`src/rtl/imem_boot_loader.sv`:
```
// imem_boot_loader: boot-time instruction memory loader.
//
// Takes a byte stream over a valid/ready handshake. The first two bytes are a
// little-endian word count N; the next 4*N bytes are packed little-endian into
// 32-bit words and written to instruction memory at addresses 0..N-1. When the
// load completes, cpu_start is raised and held so the core can fetch from 0.
//
// Optional feature (macro IMEM_BOOT_CHECKSUM_EN): after the last word, one
// extra byte is accepted and compared against the XOR of all header and payload
// bytes. A mismatch flags err and returns to idle instead of starting the CPU.
//
// Ports:
//   clk, rst     clock (rising edge), asynchronous active-high reset
//   load_req     pulse, starts a load from idle/done, ignored while busy
//   in_data      stream byte
//   in_valid     in_data valid
//   in_ready     byte accepted this cycle when in_valid is also high
//   imem_we      one-cycle write strobe per assembled word
//   imem_addr    word address of the write
//   imem_wdata   assembled word
//   cpu_start    high from load completion until the next load_req or rst
//   busy         high while a load is in progress
//   err          sticky error (oversize header or bad checksum)
module imem_boot_loader #(
  parameter int unsigned INST_WIDTH      = 32,
  parameter int unsigned INST_ADDR_WIDTH = 7
) (
  input  logic                       clk,
  input  logic                       rst,
  input  logic                       load_req,
  input  logic [7:0]                 in_data,
  input  logic                       in_valid,
  output logic                       in_ready,
  output logic                       imem_we,
  output logic [INST_ADDR_WIDTH-1:0] imem_addr,
  output logic [INST_WIDTH-1:0]      imem_wdata,
  output logic                       cpu_start,
  output logic                       busy,
  output logic                       err
);

  localparam int unsigned Depth = 2 ** INST_ADDR_WIDTH;
  // One extra bit so a count equal to Depth is representable.
  localparam int unsigned CntW  = INST_ADDR_WIDTH + 1;

  typedef enum logic [2:0] {
    StIdle,
    StHdr,
    StLoad,
`ifdef IMEM_BOOT_CHECKSUM_EN
    StChk,
`endif
    StDone
  } state_e;

  state_e                     state_q, state_d;
  logic [1:0]                 byte_cnt_q;
  logic [CntW-1:0]            word_cnt_q;
  logic [CntW-1:0]            n_q;
  // Holds bytes 0..2 of the word in flight; byte 3 comes straight from in_data.
  logic [INST_WIDTH-9:0]      shift_q;
  logic                       we_q;
  logic [INST_ADDR_WIDTH-1:0] addr_q;
  logic [INST_WIDTH-1:0]      wdata_q;
  logic                       err_q;

  logic        xfer;
  logic        start_load;
  logic [15:0] hdr_n;
  logic        hdr_too_big;
  logic        load_done;

  assign xfer        = in_valid & in_ready;
  assign start_load  = load_req & ((state_q == StIdle) | (state_q == StDone));
  assign hdr_n       = {in_data, shift_q[7:0]};
  assign hdr_too_big = 32'(hdr_n) > Depth;
  // All words received; the final write is in flight this cycle.
  assign load_done   = (word_cnt_q == n_q);

`ifdef IMEM_BOOT_CHECKSUM_EN
  logic [7:0] csum_q;

  always_ff @(posedge clk or posedge rst) begin
    if (rst) begin
      csum_q <= 8'd0;
    end else if (start_load) begin
      csum_q <= 8'd0;
    end else if (xfer && ((state_q == StHdr) || (state_q == StLoad))) begin
      csum_q <= csum_q ^ in_data;
    end
  end
`endif

  // State register.
  always_ff @(posedge clk or posedge rst) begin
    if (rst) begin
      state_q <= StIdle;
    end else begin
      state_q <= state_d;
    end
  end

  // Next-state logic.
  always_comb begin
    state_d = state_q;
    case (state_q)
      StIdle, StDone: begin
        if (load_req) state_d = StHdr;
      end
      StHdr: begin
        if (xfer && byte_cnt_q[0]) begin
          if (hdr_n == 16'd0) begin
            state_d = StDone;
          end else if (hdr_too_big) begin
            state_d = StIdle;
          end else begin
            state_d = StLoad;
          end
        end
      end
      StLoad: begin
`ifdef IMEM_BOOT_CHECKSUM_EN
        if (load_done) state_d = StChk;
`else
        if (load_done) state_d = StDone;
`endif
      end
`ifdef IMEM_BOOT_CHECKSUM_EN
      StChk: begin
        if (xfer) state_d = (in_data == csum_q) ? StDone : StIdle;
      end
`endif
      default: state_d = StIdle;
    endcase
  end

  // Outputs decoded from state.
  always_comb begin
    in_ready  = 1'b0;
    busy      = 1'b0;
    cpu_start = 1'b0;
    case (state_q)
      StHdr: begin
        in_ready = 1'b1;
        busy     = 1'b1;
      end
      StLoad: begin
        // Stop accepting once the last word is in; no stray byte is swallowed.
        in_ready = ~load_done;
        busy     = 1'b1;
      end
`ifdef IMEM_BOOT_CHECKSUM_EN
      StChk: begin
        in_ready = 1'b1;
        busy     = 1'b1;
      end
`endif
      StDone: cpu_start = 1'b1;
      default: ;
    endcase
  end

  // Datapath: header capture, word packing and memory write.
  always_ff @(posedge clk or posedge rst) begin
    if (rst) begin
      byte_cnt_q <= 2'd0;
      word_cnt_q <= '0;
      n_q        <= '0;
      shift_q    <= '0;
      we_q       <= 1'b0;
      addr_q     <= '0;
      wdata_q    <= '0;
      err_q      <= 1'b0;
    end else begin
      we_q <= 1'b0;
      case (state_q)
        StIdle, StDone: begin
          if (load_req) begin
            byte_cnt_q <= 2'd0;
            word_cnt_q <= '0;
            shift_q    <= '0;
            err_q      <= 1'b0;
          end
        end
        StHdr: begin
          if (xfer) begin
            if (byte_cnt_q[0]) begin
              byte_cnt_q <= 2'd0;
              n_q        <= hdr_n[CntW-1:0];
              if (hdr_too_big) err_q <= 1'b1;
            end else begin
              shift_q[7:0] <= in_data;
              byte_cnt_q   <= 2'd1;
            end
          end
        end
        StLoad: begin
          if (xfer) begin
            byte_cnt_q <= byte_cnt_q + 2'd1;
            case (byte_cnt_q)
              2'd0: shift_q[7:0]   <= in_data;
              2'd1: shift_q[15:8]  <= in_data;
              2'd2: shift_q[23:16] <= in_data;
              default: begin
                we_q       <= 1'b1;
                addr_q     <= word_cnt_q[INST_ADDR_WIDTH-1:0];
                wdata_q    <= {in_data, shift_q};
                word_cnt_q <= word_cnt_q + 1'b1;
              end
            endcase
          end
        end
`ifdef IMEM_BOOT_CHECKSUM_EN
        StChk: begin
          if (xfer && (in_data != csum_q)) err_q <= 1'b1;
        end
`endif
        default: ;
      endcase
    end
  end

  assign imem_we    = we_q;
  assign imem_addr  = addr_q;
  assign imem_wdata = wdata_q;
  assign err        = err_q;

endmodule

```
`config.mk`:
```
export PLATFORM = sky130hd
export DESIGN_NAME = imem_boot_loader
export DESIGN_NICKNAME = d
export VERILOG_FILES = /design/src/rtl/imem_boot_loader.sv
export SDC_FILE = /design/constraint.sdc
export NUM_CORES = 1
export LEC_CHECK = 0
export BUFFER_PORTS_ARGS = -buffer_cell sky130_fd_sc_hd__buf_2
export CAP_MARGIN = 20
export CORE_MARGIN = 2
export CORE_UTILIZATION = 61
export DETAILED_ROUTE_END_ITERATION = 7
export GPL_TIMING_DRIVEN = 0
export PLACE_DENSITY = 0.91
export SLEW_MARGIN = 40
export SYNTH_ARGS = -nofsm -noshare
export SYNTH_HDL_FRONTEND = slang
export SYNTH_SLANG_ARGS = --single-unit
```
`constraint.sdc`:
```
create_clock -name clk -period 6.2 [get_ports clk]
set_input_delay 1.24 -clock clk [delete_from_list [all_inputs] [get_ports clk]]
set_output_delay 1.24 -clock clk [all_outputs]
set_load 0.05 [all_outputs]
```
== Word level (Yosys, flattened, before mapping) ==
Index checks and enable logic that the tools add are counted.

* Add/sub/neg operators: 2
* Order comparisons: 1
* Equal/unequal tests: 18
* Multiplexer cells: 35
* Bitwise operators: 3
* Reductions and logical operators: 19

{| class="wikitable"
|+ Operator list
! operator !! number
|-
| $mux 8 || 8
|-
| $mux 24 || 2
|-
| $pmux 16 s2 || 1
|-
| $pmux 8 s3 || 1
|-
| $ne 2x2->1 const B || 9
|-
| $gt 16x8->1 const B || 1
|-
| $logic_not 16->1 || 1
|-
| $pmux 8 s2 || 1
|-
| $reduce_and 4->1 || 4
|-
| $mux 1 || 10
|-
| $mux 2 || 5
|-
| $mux 3 || 3
|-
| $pmux 3 s3 || 1
|-
| $reduce_and 3->1 || 3
|-
| $add 8x1->8 const B || 1
|-
| $eq 8x8->1 || 1
|-
| $eq 3x2->1 const B || 2
|-
| $ne 2x1->1 const B || 3
|-
| $pmux 2 s3 || 1
|-
| $reduce_and 6->1 || 1
|-
| $reduce_and 5->1 || 1
|-
| $pmux 1 s2 || 2
|-
| $reduce_bool 2->1 || 2
|-
| $reduce_or 2->1 || 2
|-
| other kinds (11) || 12
|}

* Bits in registers: 86
* Input port bits: 12
* Output and inout port bits: 44
* Logic and storage cells: 89

== Logic depth before layout (Yosys ltp) ==
Gate-level depths: netlist of the first run.

* Word-level depth: 7
* Gate-level depth with buffers: 10

== Worst setup path after synthesis of the first run ==
No wires, ideal clock.

* Path kind: register to output
* From: reg word_cnt_q[5]
* To: out in_ready
* Arrival time: 1945 ps
* Data required time: 4960 ps
* Setup slack: 3015 ps
* Stages on the path, launching flop included: 10
* Cells stage by stage: dfrtp_1 > buf_6 > xor2_1 > nor4_2 > nand2_2 > buf_6 > a21o_1 > buf_6 > buf_6 > and2_1

* Cells in the longest elaborated chain, start to end: 3

{| class="wikitable"
|+ RTL lines
! element !! line !! text
|-
| from (decl) || 58 || <nowiki>logic [CntW-1:0] word_cnt_q;</nowiki>
|-
| from (signal assigned) || 208 || <nowiki>word_cnt_q <= word_cnt_q + 1'b1;</nowiki>
|-
| $eq 8x8->1 || 78 || <nowiki>assign load_done = (word_cnt_q == n_q);</nowiki>
|-
| $not 1->1 || 149 || <nowiki>in_ready = ~load_done;</nowiki>
|-
| $pmux 1 s2 || 142 || <nowiki>case (state_q)</nowiki>
|-
| to (decl) || 33 || <nowiki>output logic in_ready,</nowiki>
|}

Every way passes these cells.

== Worst setup path in the final report of the first run ==
* From: reg word_cnt_q[2]
* To: out in_ready

The elaborated chain is that of the path after synthesis.

==> out/qor.yml, run 1 <==
cap_violations: 0
final_nets: 371
netlist_area_mm2: 0.003791
antenna_found_initial: 0
critPathLaunchType: "flop"
totalWireLength_um: 8255
cts_setup_buffers: 0
path_class: "reg -> out"
grt.total_usage_pct: 25.42
synth_edf_count: 0
grt_pass1_wl_um: 13600
pin_count: 56
finalCriticalPeriod_ns: 3.806
ys_types: 44
fp-row-count: 28
area_growth_syn_to_layout_pct: 15.97
synth-seq-cells: 85
grt_pass1_vias: 2673
drt_pre_antenna_iters: 4
crit_arrival_ns: 2.57
hold_viol: 0
yosysSeqAreaShare_pct: 56.11
worstHoldStart: "imem_addr[0]"
startpoint: "word_cnt_q[2]"
synth_flop_cell: "dfrtp_1"
relSlewSlack_pct: 50.01
pre_cts_slack_ns: 2.820
p_leak_nw: 2.320
power_frac_comb_pct: 37.4
drc_errors: 0
fmax_ghz: 0.2628
synthCells: 284
cts_tree: "built"
avgRoutedWirePerCell_um: 19.15
cp_max_fo: 10
syn_avg_cell_area_um2: 13.35
synth_top_cell_by_area: "dfrtp_1"
grt_setup_unrepaired: "no"
gp_congestion: 0.8948
clkTransAtPathRegs_ns: 0.09
setup_viol: 0
end_kind: "output pin"
overflow: 0
ant_nets: 0
synth_top_area_share_pct: 56.11
layout_commonest_cell: "dfrtp_1"
die_h_um: 82.84
finClkSkew_ns: 0.008821
status: "completed"
die_w_um: 82.84
seq_power_share_pct: 39.3
clkLatencyLatePin_ns: 0.37
clock_sinks: 85
fin_tns_setup_ns: 0
synth_compound_area_share_pct: 13.37
hp-class: "reg -> reg"
cts_max_path_buffers: 2
synth_fa_ha_area_share_pct: 2.640
syn-num-nets: 304
vdd_drop_max_mv: 0.3172
cts_made_buffers: 9
dp_hpwl_um: 5751
start_util_pct: 63.66
worstPathRequired_ns: 4.96
total_power_mw: 1.743
p_per_area_mw_per_mm2: 396.5
power_frac_clock_pct: 23.4
avgViaCountPerCell: 6.174
muxShareOfSynthArea_pct: 14.85
worstReg2RegStart: "state_q[0]"
vias: 2661
portBuffers: 55
grt_max_degree: 57
synthArstFlopShare_pct: 100.0
switchingPower_mw: 0.6968
diodes: 0
clockRootBuffer: "clkbuf_8"
drv_slew: 0
yosys_warnings: 0
synthTopCellsByArea: "dfrtp_1 (56%), mux2_2 (9.2%), a32o_1 (4.2%)"
synth_top_family_by_area: "multiplexers"
final_core_util_pct: 73.82
worst_pin_slew_ns: 0.7499
synthSimpleGateAreaFrac_pct: 6.832
core_mm2: 0.005956
final_cell_mix: "dfrtp_1 (85), buf_2 (58), mux2_2 (31), a32o_1 (16)"
internal_power_mw: 1.047
cts.repair.resized: 0
holdBufCountCts: 0
worst_slack_ns: 2.394
drt-initial-drc-count: 241
synthXorXnorAreaFrac_pct: 1.848
drive_gt1_share_pct: 37.08
die_area_mm2: 0.006862
finalCritPeriodShare_pct: 61.38
swShare_pct: 39.97
cts.htree.levels: 3
-- synthesized netlist by cell type, types with 2 or more instances --
cell	instances
a21oi_1	4
a22o_1	8
a22oi_1	3
a31oi_1	2
a32o_1	16
and3_1	5
buf_1	2
buf_2	3
buf_6	8
clkbuf_1	5
dfrtp_1	85
ha_1	8
inv_1	8
mux2_1	7
mux2_2	31
mux2_4	9
nand2_1	7
nand2b_1	3
nand3_1	6
nand4b_1	2
nor2_1	8
nor3_1	4
nor4_1	3
nor4_2	2
o21ai_0	9
o22ai_1	3
o31ai_1	9
xor2_1	8
-- worst paths after layout --
| kind | endpoint | cells after the start | slack (ns) |
|---|---|---|---|
| max reg2reg | shift_q[16] | 9 | 3.58 |
| min | imem_addr[0] | 1 | 0.49 |
| min reg2reg | imem_addr[0] | 1 | 0.49 |
| min in group asynchronous | imem_addr[0] | 2 | 0.82 |
| max in group asynchronous | shift_q[12] | 3 | 4.82 |
| max | in_ready | 10 | 2.39 |
-- cell type report --
type | count | area [um^2]
Sequential cell | 85 | 2127
Fill cell | 377 | 1559
Multi-Input combinational cell | 172 | 1499
Timing Repair Buffer | 56 | 302.8
Buffer | 18 | 131.4
Clock buffer | 9 | 123.9
Tap cell | 75 | 93.84
Clock inverter | 7 | 80.08
Inverter | 9 | 38.79
-- flip-flops by register name, indices dropped and copies added, names as in the netlist --
register / cells
shift_q: 24
err: 1
imem_wdata: 32
imem_we: 1
byte_cnt_q: 2
word_cnt_q: 8
state_q: 2
imem_addr: 7
n_q: 8
-- metrics by stage --
stage | hold slack (ns) | std cells | cell area [um^2]
5_1_grt | 0.5182 | 431 | 4397
6_report | 0.4945 | 431 | 4397
3_3_place_gp | 0.4646 | 414 | 4160
4_1_cts | 0.4957 | 431 | 4397
2_1_floorplan | 0.4603 | 284 | 3791
3_5_place_dp | 0.4691 | 415 | 4193
-- per-layer routing --
layer	global-route usage, %	wire length (um)	vias up
met3	8.052	635	13
met4	10.58	135	0
met1	33.81	3445	1344
met5	0	0	-
met2	39.00	4039	116
li1	-	-	1188
-- power by group through the flow --
stage / clock network (mW) / logic, mW / registers (mW)
4_1_cts: 0.410 / 0.642 / 0.683
6_report: 0.407 / 0.652 / 0.684
5_1_grt: 0.438 / 0.710 / 0.693
2_1_floorplan: 0 / 0.500 / 0.680
3_5_place_dp: 0 / 0.635 / 0.695
3_3_place_gp: 0 / 0.607 / 0.689
-- critical path, stage by stage (launching register included) --
cell	delay [ns]
dfrtp_1	0.36
clkbuf_1	0.21
xor2_1	0.23
nor4_2	0.26
nand2_2	0.14
buf_6	0.17
a21o_1	0.19
buf_6	0.14
buf_6	0.14
and2_1	0.15
buf_2	0.20
-- cell families (layout without fill, tap and decap cells) --
group                      after synthesis  count (layout)
muxes                                   47              47
DFF                                     85              85
AOI/OAI and AO/OA                       63              63
adders and majority gates                8               8
xor gates and xnor gates                 8               8
and+or+nand+nor                         46              46
buffers and inverters                   27              99
(Power assumes the default switching activity.)
==> run 2, diff against run 1 <==
--- a/config.mk
+++ b/config.mk
@@ -5,13 +5,14 @@
 export SDC_FILE = /design/constraint.sdc
 export NUM_CORES = 1
 export LEC_CHECK = 0
+export ABC_AREA = 1
 export BUFFER_PORTS_ARGS = -buffer_cell sky130_fd_sc_hd__buf_2
 export CAP_MARGIN = 20
 export CORE_MARGIN = 2
-export CORE_UTILIZATION = 61
+export CORE_UTILIZATION = 52
 export DETAILED_ROUTE_END_ITERATION = 7
 export GPL_TIMING_DRIVEN = 0
-export PLACE_DENSITY = 0.91
+export PLACE_DENSITY = 0.83
 export SLEW_MARGIN = 40
 export SYNTH_ARGS = -nofsm -noshare
 export SYNTH_HDL_FRONTEND = slang
==> constraint.sdc (replaced) <==
create_clock -name clk -period 3.2 [get_ports clk]
set_input_delay 0.64 -clock clk [delete_from_list [all_inputs] [get_ports clk]]
set_output_delay 0.64 -clock clk [all_outputs]
set_load 0.05 [all_outputs]
==> out/qor.yml, run 2 <==
synth_edf_count: 0  # unchanged
ant_nets: 0  # unchanged
grt_setup_unrepaired: "no"
clockRootBuffer: "clkbuf_8"
relSlewSlack_pct: 54.44  # +4.4 points
overflow: 0  # unchanged
synth_flop_cell: "dfrtp_1"
end_kind: "output pin"
cts.htree.levels: 3  # unchanged
cts_max_path_buffers: 2  # unchanged
cts_setup_buffers: 0  # unchanged
cap_violations: 0  # unchanged
power_frac_comb_pct: 43.9  # +6.5 points
hp-class: "in -> async"
setup_viol: 0  # unchanged
synthCells: 508  # +79%
finalInstanceArea_mm2: 0.004793  # +9.0%
gp_congestion: 0.8899  # -0.55%
placed_area_mm2: 0.004599  # +9.7%
portBuffers: 55  # unchanged
finalCritPeriodShare_pct: 76.50
hold_viol: 0  # unchanged
dp_hpwl_um: 7150  # +24%
clkLatencyLatePin_ns: 0.36  # about the same
path_class: "reg -> out"
cts_tree: "built"
final_nets: 595  # +60%
final_cell_mix: "nand2_1 (196), dfrtp_1 (85), buf_2 (59), inv_1 (43), nand4_1 (33)"
worst_pin_slew_ns: 0.6809  # -0.06892 ns
internal_power_mw: 2.062  # +97%
status: "completed"
worstPathRequired_ns: 2.56  # -2.40 ns
grt.total_usage_pct: 23.75  # -1.7 points
clkTransAtPathRegs_ns: 0.09  # about the same
syn-num-nets: 528  # +74%
finClkSkew_ns: 0.01310  # +0.004276 ns
avgViaCountPerCell: 5.346  # -13%
drt-initial-drc-count: 283  # +17%
total_power_mw: 3.859  # +120%
antenna_found_initial: 0  # unchanged
synthArstFlopShare_pct: 100.0  # unchanged
finalCriticalPeriod_ns: 2.448
seq_power_share_pct: 37.3  # -2.0 points
fp-row-count: 32  # +14%
holdBufCountCts: 0  # unchanged
netlist_area_mm2: 0.004164  # +9.8%
p_leak_nw: 2.785  # +20%
die_h_um: 93.49  # +13%
drive_gt1_share_pct: 19.48  # -18 points
cts.repair.resized: 0  # unchanged
synth-seq-cells: 85  # unchanged
synth_top_area_share_pct: 51.08  # -5.0 points
p_per_area_mw_per_mm2: 805.1  # +100%
drv_slew: 0  # unchanged
critPathLaunchType: "flop"
syn_avg_cell_area_um2: 8.197  # -39%
grt_max_degree: 62  # +8.8%
crit_arrival_ns: 1.81  # -0.76 ns
drc_errors: 0  # unchanged
drt_pre_antenna_iters: 5  # +1
yosysSeqAreaShare_pct: 51.08  # -5.0 points
switchingPower_mw: 1.797  # +160%
clock_sinks: 85  # unchanged
fmax_ghz: 0.4085
synthTopCellsByCount: "nand2_1 (196), dfrtp_1 (85), inv_1 (44)"
avgRoutedWirePerCell_um: 14.19  # -26%
yosysMostFrequentCell: "nand2_1"
die_w_um: 93.49  # +13%
start_util_pct: 53.89  # -9.8 points
power_frac_clock_pct: 18.8  # -4.6 points
area_growth_syn_to_layout_pct: 15.11
synth_top_cell_by_area: "dfrtp_1"
synthTopCellsByArea: "dfrtp_1 (51%), nand2_1 (18%), nand4_1 (5.0%)"
ys_types: 30  # -32%
fin_tns_setup_ns: 0  # unchanged
cts_made_buffers: 9  # unchanged
vdd_drop_max_mv: 0.9957  # +210%
largest_register_ffs: 32  # unchanged
layout_commonest_cell: "nand2_1"
totalWireLength_um: 9679  # +17%
core_mm2: 0.007727  # +30%
die_area_mm2: 0.008739  # +27%
yosys_warnings: 0  # unchanged
diodes: 0  # unchanged
grt_pass1_vias: 3375  # +26%
vias: 3646  # +37%
pin_count: 56  # unchanged
cp_max_fo: 6  # -4
swShare_pct: 46.57  # +6.6 points
final_core_util_pct: 62.03  # -12 points
grt_pass1_wl_um: 16190  # +19%
nFillCells: 654  # +73%
==> run 2: cell types whose count changed in the layout (fill, tap and decap cells not counted), sizes merged, moves of 8 or more <==
cell / before / now
nand2: 8 / 199
mux2: 47 / 0
o21ai: 10 / 49
inv: 13 / 48
nand4: 1 / 34
nor2: 8 / 29
a32o: 16 / 0
o31ai: 9 / 0
a22o: 8 / 0
==> run 2: cells by family after synthesis <==
kind of cell / share of synthesized area (%)
compound gates: 7.843
xor+xnor: 1.052
fa+ha+maj: 2.404
buf+inv: 7.872
flops: 51.08
simple gates: 29.75
==> run 2: area by class of cell <==
class	instances	area (um^2)	area share, %
flip-flops and latches	85	2127	44.37
multi-input cells	351	1709	35.66
repair buffers	56	302.8	6.317
inverters	47	181.4	3.785
clock buffers	11	151.4	3.158
plain buffers	25	151.4	3.158
well taps	102	127.6	2.662
clock inverters	5	42.54	0.8875
==> run 2: layer usage <==
layer | global-route usage, % | vias to the layer above | share of wire (%)
met3 | 3.626 | 23 | 7.2
met5 | 0 | - | 0
met2 | 37.77 | 142 | 46
li1 | - | 1763 | -
met1 | 32.71 | 1718 | 45
met4 | 9.559 | 0 | 2.4
==> run 2: stage by stage <==
step / setup WS, ns / cells / hold slack (ns)
after floorplan: 0.3665 / 508 / 0.4422
after global placement: -0.4730 / 665 / 0.4572
after detailed placement: 1.076 / 666 / 0.4618
after CTS: 0.7473 / 682 / 0.2080
after global routing: 0.6393 / 682 / 0.2181
final: 0.7521 / 682 / 0.2077
==> run 2: worst paths after layout <==
kind                                      from        endpoint  slack [ns]  depth (start not counted)
worst max-delay path             word_cnt_q[0]        in_ready        0.75                          9
worst min-delay path                       rst  imem_wdata[17]        0.21                          2
worst max register to register      state_q[0]     shift_q[16]        1.00                          8
worst min register to register  imem_wdata[12]  imem_wdata[12]        0.48                          2
max in group asynchronous                  rst             err        2.43                          3
min in group clk                imem_wdata[12]  imem_wdata[12]        0.48                          2
==> run 2: worst max-delay path: stages, from the launching register on <==
cell and delay, ns:
dfrtp_1 0.46, inv_1 0.08, nand2_1 0.06, nand2_1 0.06
nand2_1 0.06, nor2_1 0.06, nand2_1 0.09, nand2_2 0.09
a21oi_2 0.19, buf_2 0.29
==> run 2: power by group through the flow <==
| stage | Sequential (mW) | Clock [mW] | Combinational, mW |
|---|---|---|---|
| finish | 1.44 | 0.727 | 1.69 |
| global route | 1.47 | 0.783 | 1.86 |
| CTS | 1.43 | 0.735 | 1.67 |
| detailed placement | 1.45 | 0 | 1.66 |
| global placement | 1.44 | 0 | 1.61 |
| floorplan | 1.50 | 0 | 1.21 |
==> run 3, diff against run 2 <==
==> constraint.sdc (replaced) <==
create_clock -name clk -period 2 [get_ports clk]
set_input_delay 0.4 -clock clk [delete_from_list [all_inputs] [get_ports clk]]
set_output_delay 0.4 -clock clk [all_outputs]
set_load 0.05 [all_outputs]
==> out/qor.yml, run 3 (same netlist as run 2, synthesis figures left out) <==
overflow: 0  # unchanged
holdBufCountCts: 0  # unchanged
critPathLaunchType: "flop"
r2r_cells: 12  # +4
reg2reg_to: "shift_q[0]"
p_per_area_mw_per_mm2: 1307  # +62%
cts_made_buffers: 9  # unchanged
die_h_um: 93.49  # unchanged
pin_count: 56  # unchanged
gp_congestion: 0.9017  # +1.3%
finClkSkew_ns: 0.01201  # -0.001085 ns
dp_cells: 668  # +0.30%
diodes: 0  # unchanged
stdcell_count: 695  # +1.9%
totalWireLength_um: 10320  # +6.6%
clockRootBuffer: "clkbuf_8"
worstPathRequired_ns: 1.60  # -0.96 ns
clkLatencyLatePin_ns: 0.36  # about the same
finalInstanceArea_mm2: 0.005014  # +4.6%
placed_area_mm2: 0.004653  # +1.2%
total_power_mw: 6.551  # +70%
portBuffers: 55  # unchanged
ant_nets: 0  # unchanged
die_w_um: 93.49  # unchanged
grt.total_usage_pct: 24.81  # +1.1 points
dp_hpwl_um: 7279  # +1.8%
drt-initial-drc-count: 471  # +66%
hold_viol: 0  # unchanged
reg2reg_slack_ns: 0.06  # -0.94 ns
worst_pin_slew_ns: 0.5108  # -0.1702 ns
final_core_util_pct: 64.88  # +2.8 points
fmax_ghz: 0.4946
vias: 3767  # +3.3%
path_class: "reg -> out"
area_growth_syn_to_layout_pct: 20.40
hp-class: "in -> async"
cp_max_fo: 4  # -2
drv_slew: 0  # unchanged
clkTransAtPathRegs_ns: 0.09  # about the same
core_mm2: 0.007727  # unchanged
avgRoutedWirePerCell_um: 14.84  # +4.6%
drc_errors: 0  # unchanged
violations: "negative setup slack"
start_util_pct: 53.89  # unchanged
fp-row-count: 32  # unchanged
setup_viol: 1  # +1
status: "complete, but fails checks"
die_area_mm2: 0.008739  # unchanged
grt_pass1_wl_um: 16820  # +3.8%
startpoint: "word_cnt_q[6]"
grt_max_degree: 28  # -55%
cts_max_path_buffers: 2  # unchanged
met2_length_um: 5016  # +14%
end_kind: "output pin"
relSlewSlack_pct: 65.82  # +11 points
worstReg2RegStart: "word_cnt_q[6]"
wl_met3_um: 807  # +16%
antenna_found_initial: 0  # unchanged
vdd_drop_max_mv: 1.617  # +62%
drive_gt1_share_pct: 25.46  # +6.0 points
grt_setup_unrepaired: "yes"
fin_tns_setup_ns: -0.02198  # -0.02198 ns
final_nets: 608  # +2.2%
cp-endpoint: "in_ready"
worst_slack_ns: -0.02198  # -0.7740 ns
finalCritPeriodShare_pct: 101.1
layout_commonest_cell: "nand2_1"
finalCriticalPeriod_ns: 2.022
p_leak_nw: 2.868  # +3.0%
crit_arrival_ns: 1.62  # -0.19 ns
cts.htree.levels: 3  # unchanged
cap_violations: 0  # unchanged
drt_pre_antenna_iters: 6  # +1
highest_layer: "met4"
clock_sinks: 85  # unchanged
cts_tree: "built"
avgViaCountPerCell: 5.420  # +1.4%
largest_register_ffs: 32  # unchanged
final_cell_mix: "nand2_1 (195), dfrtp_1 (79), buf_2 (54), inv_1 (39), nand4_1 (33)"
grt_pass1_vias: 3549  # +5.2%
wl_met1_um: 4331  # -0.21%
## run 3: cell count changes in the layout (fill, tap and decap cells not counted), sizes merged
cell,before,now
clkinvlp,1,3
clkinv,3,2
buf,72,85
clkbuf,20,19
## run 3: what timing repair did
item | in CTS | in global routing
pin swaps | 5 | 8
setup buffers | 6 | 8
resized for setup | 17 | 22
setup endpoints to repair | 34 | 63
## run 3: power by group
group	switching, mW	internal (mW)
Sequential	0.245	2.06
Combinational	2.16	0.949
Clock	0.645	0.493
Total	3.05	3.50
## run 3: critical path, cell delays in order (launching register included)
cell     delay [ns]
dfrtp_2        0.47
xnor2_2        0.14
nand2_1        0.08
nor2_1         0.16
nand2_2        0.09
nand2_2        0.10
a21oi_4        0.07
buf_6          0.16
## run 3: metrics by stage
stage,hold WS [ns],worst slack [ns]
4_1_cts,0.02006,0.00006095
3_5_place_dp,0.4165,-0.1858
5_1_grt,0.04347,-0.09120
6_report,0.01468,-0.02198
3_3_place_gp,0.4578,-0.07129
2_1_floorplan,0.4422,0.03703
## run 3: cell type report
class	instances	area (um^2)
timing repair buffer	72	464.2
sequential	85	2135
fill	624	2714
clock buffer	10	137.6
clock inverter	6	46.29
tap	102	127.6
multi-input combinational	351	1775
buffer	22	147.6
inverter	47	180.2
## run 3: layer usage
layer	vias to the layer above	global-route usage, %
met5	-	0
met4	0	10.42
met1	1798	32.50
met3	20	4.835
li1	1777	-
met2	172	40.41
## run 3: worst min-delay path by stage
stage,from,endpoint,slack [ns],cells past startpoint
finish,rst,imem_wdata[5],0.01,2
global placement,imem_wdata[8],imem_wdata[8],0.46,2
detailed placement,rst,imem_addr[3],0.42,2
global route,rst,imem_wdata[20],0.04,2
floorplan,shift_q[10],shift_q[10],0.44,2
CTS,rst,imem_addr[3],0.02,2
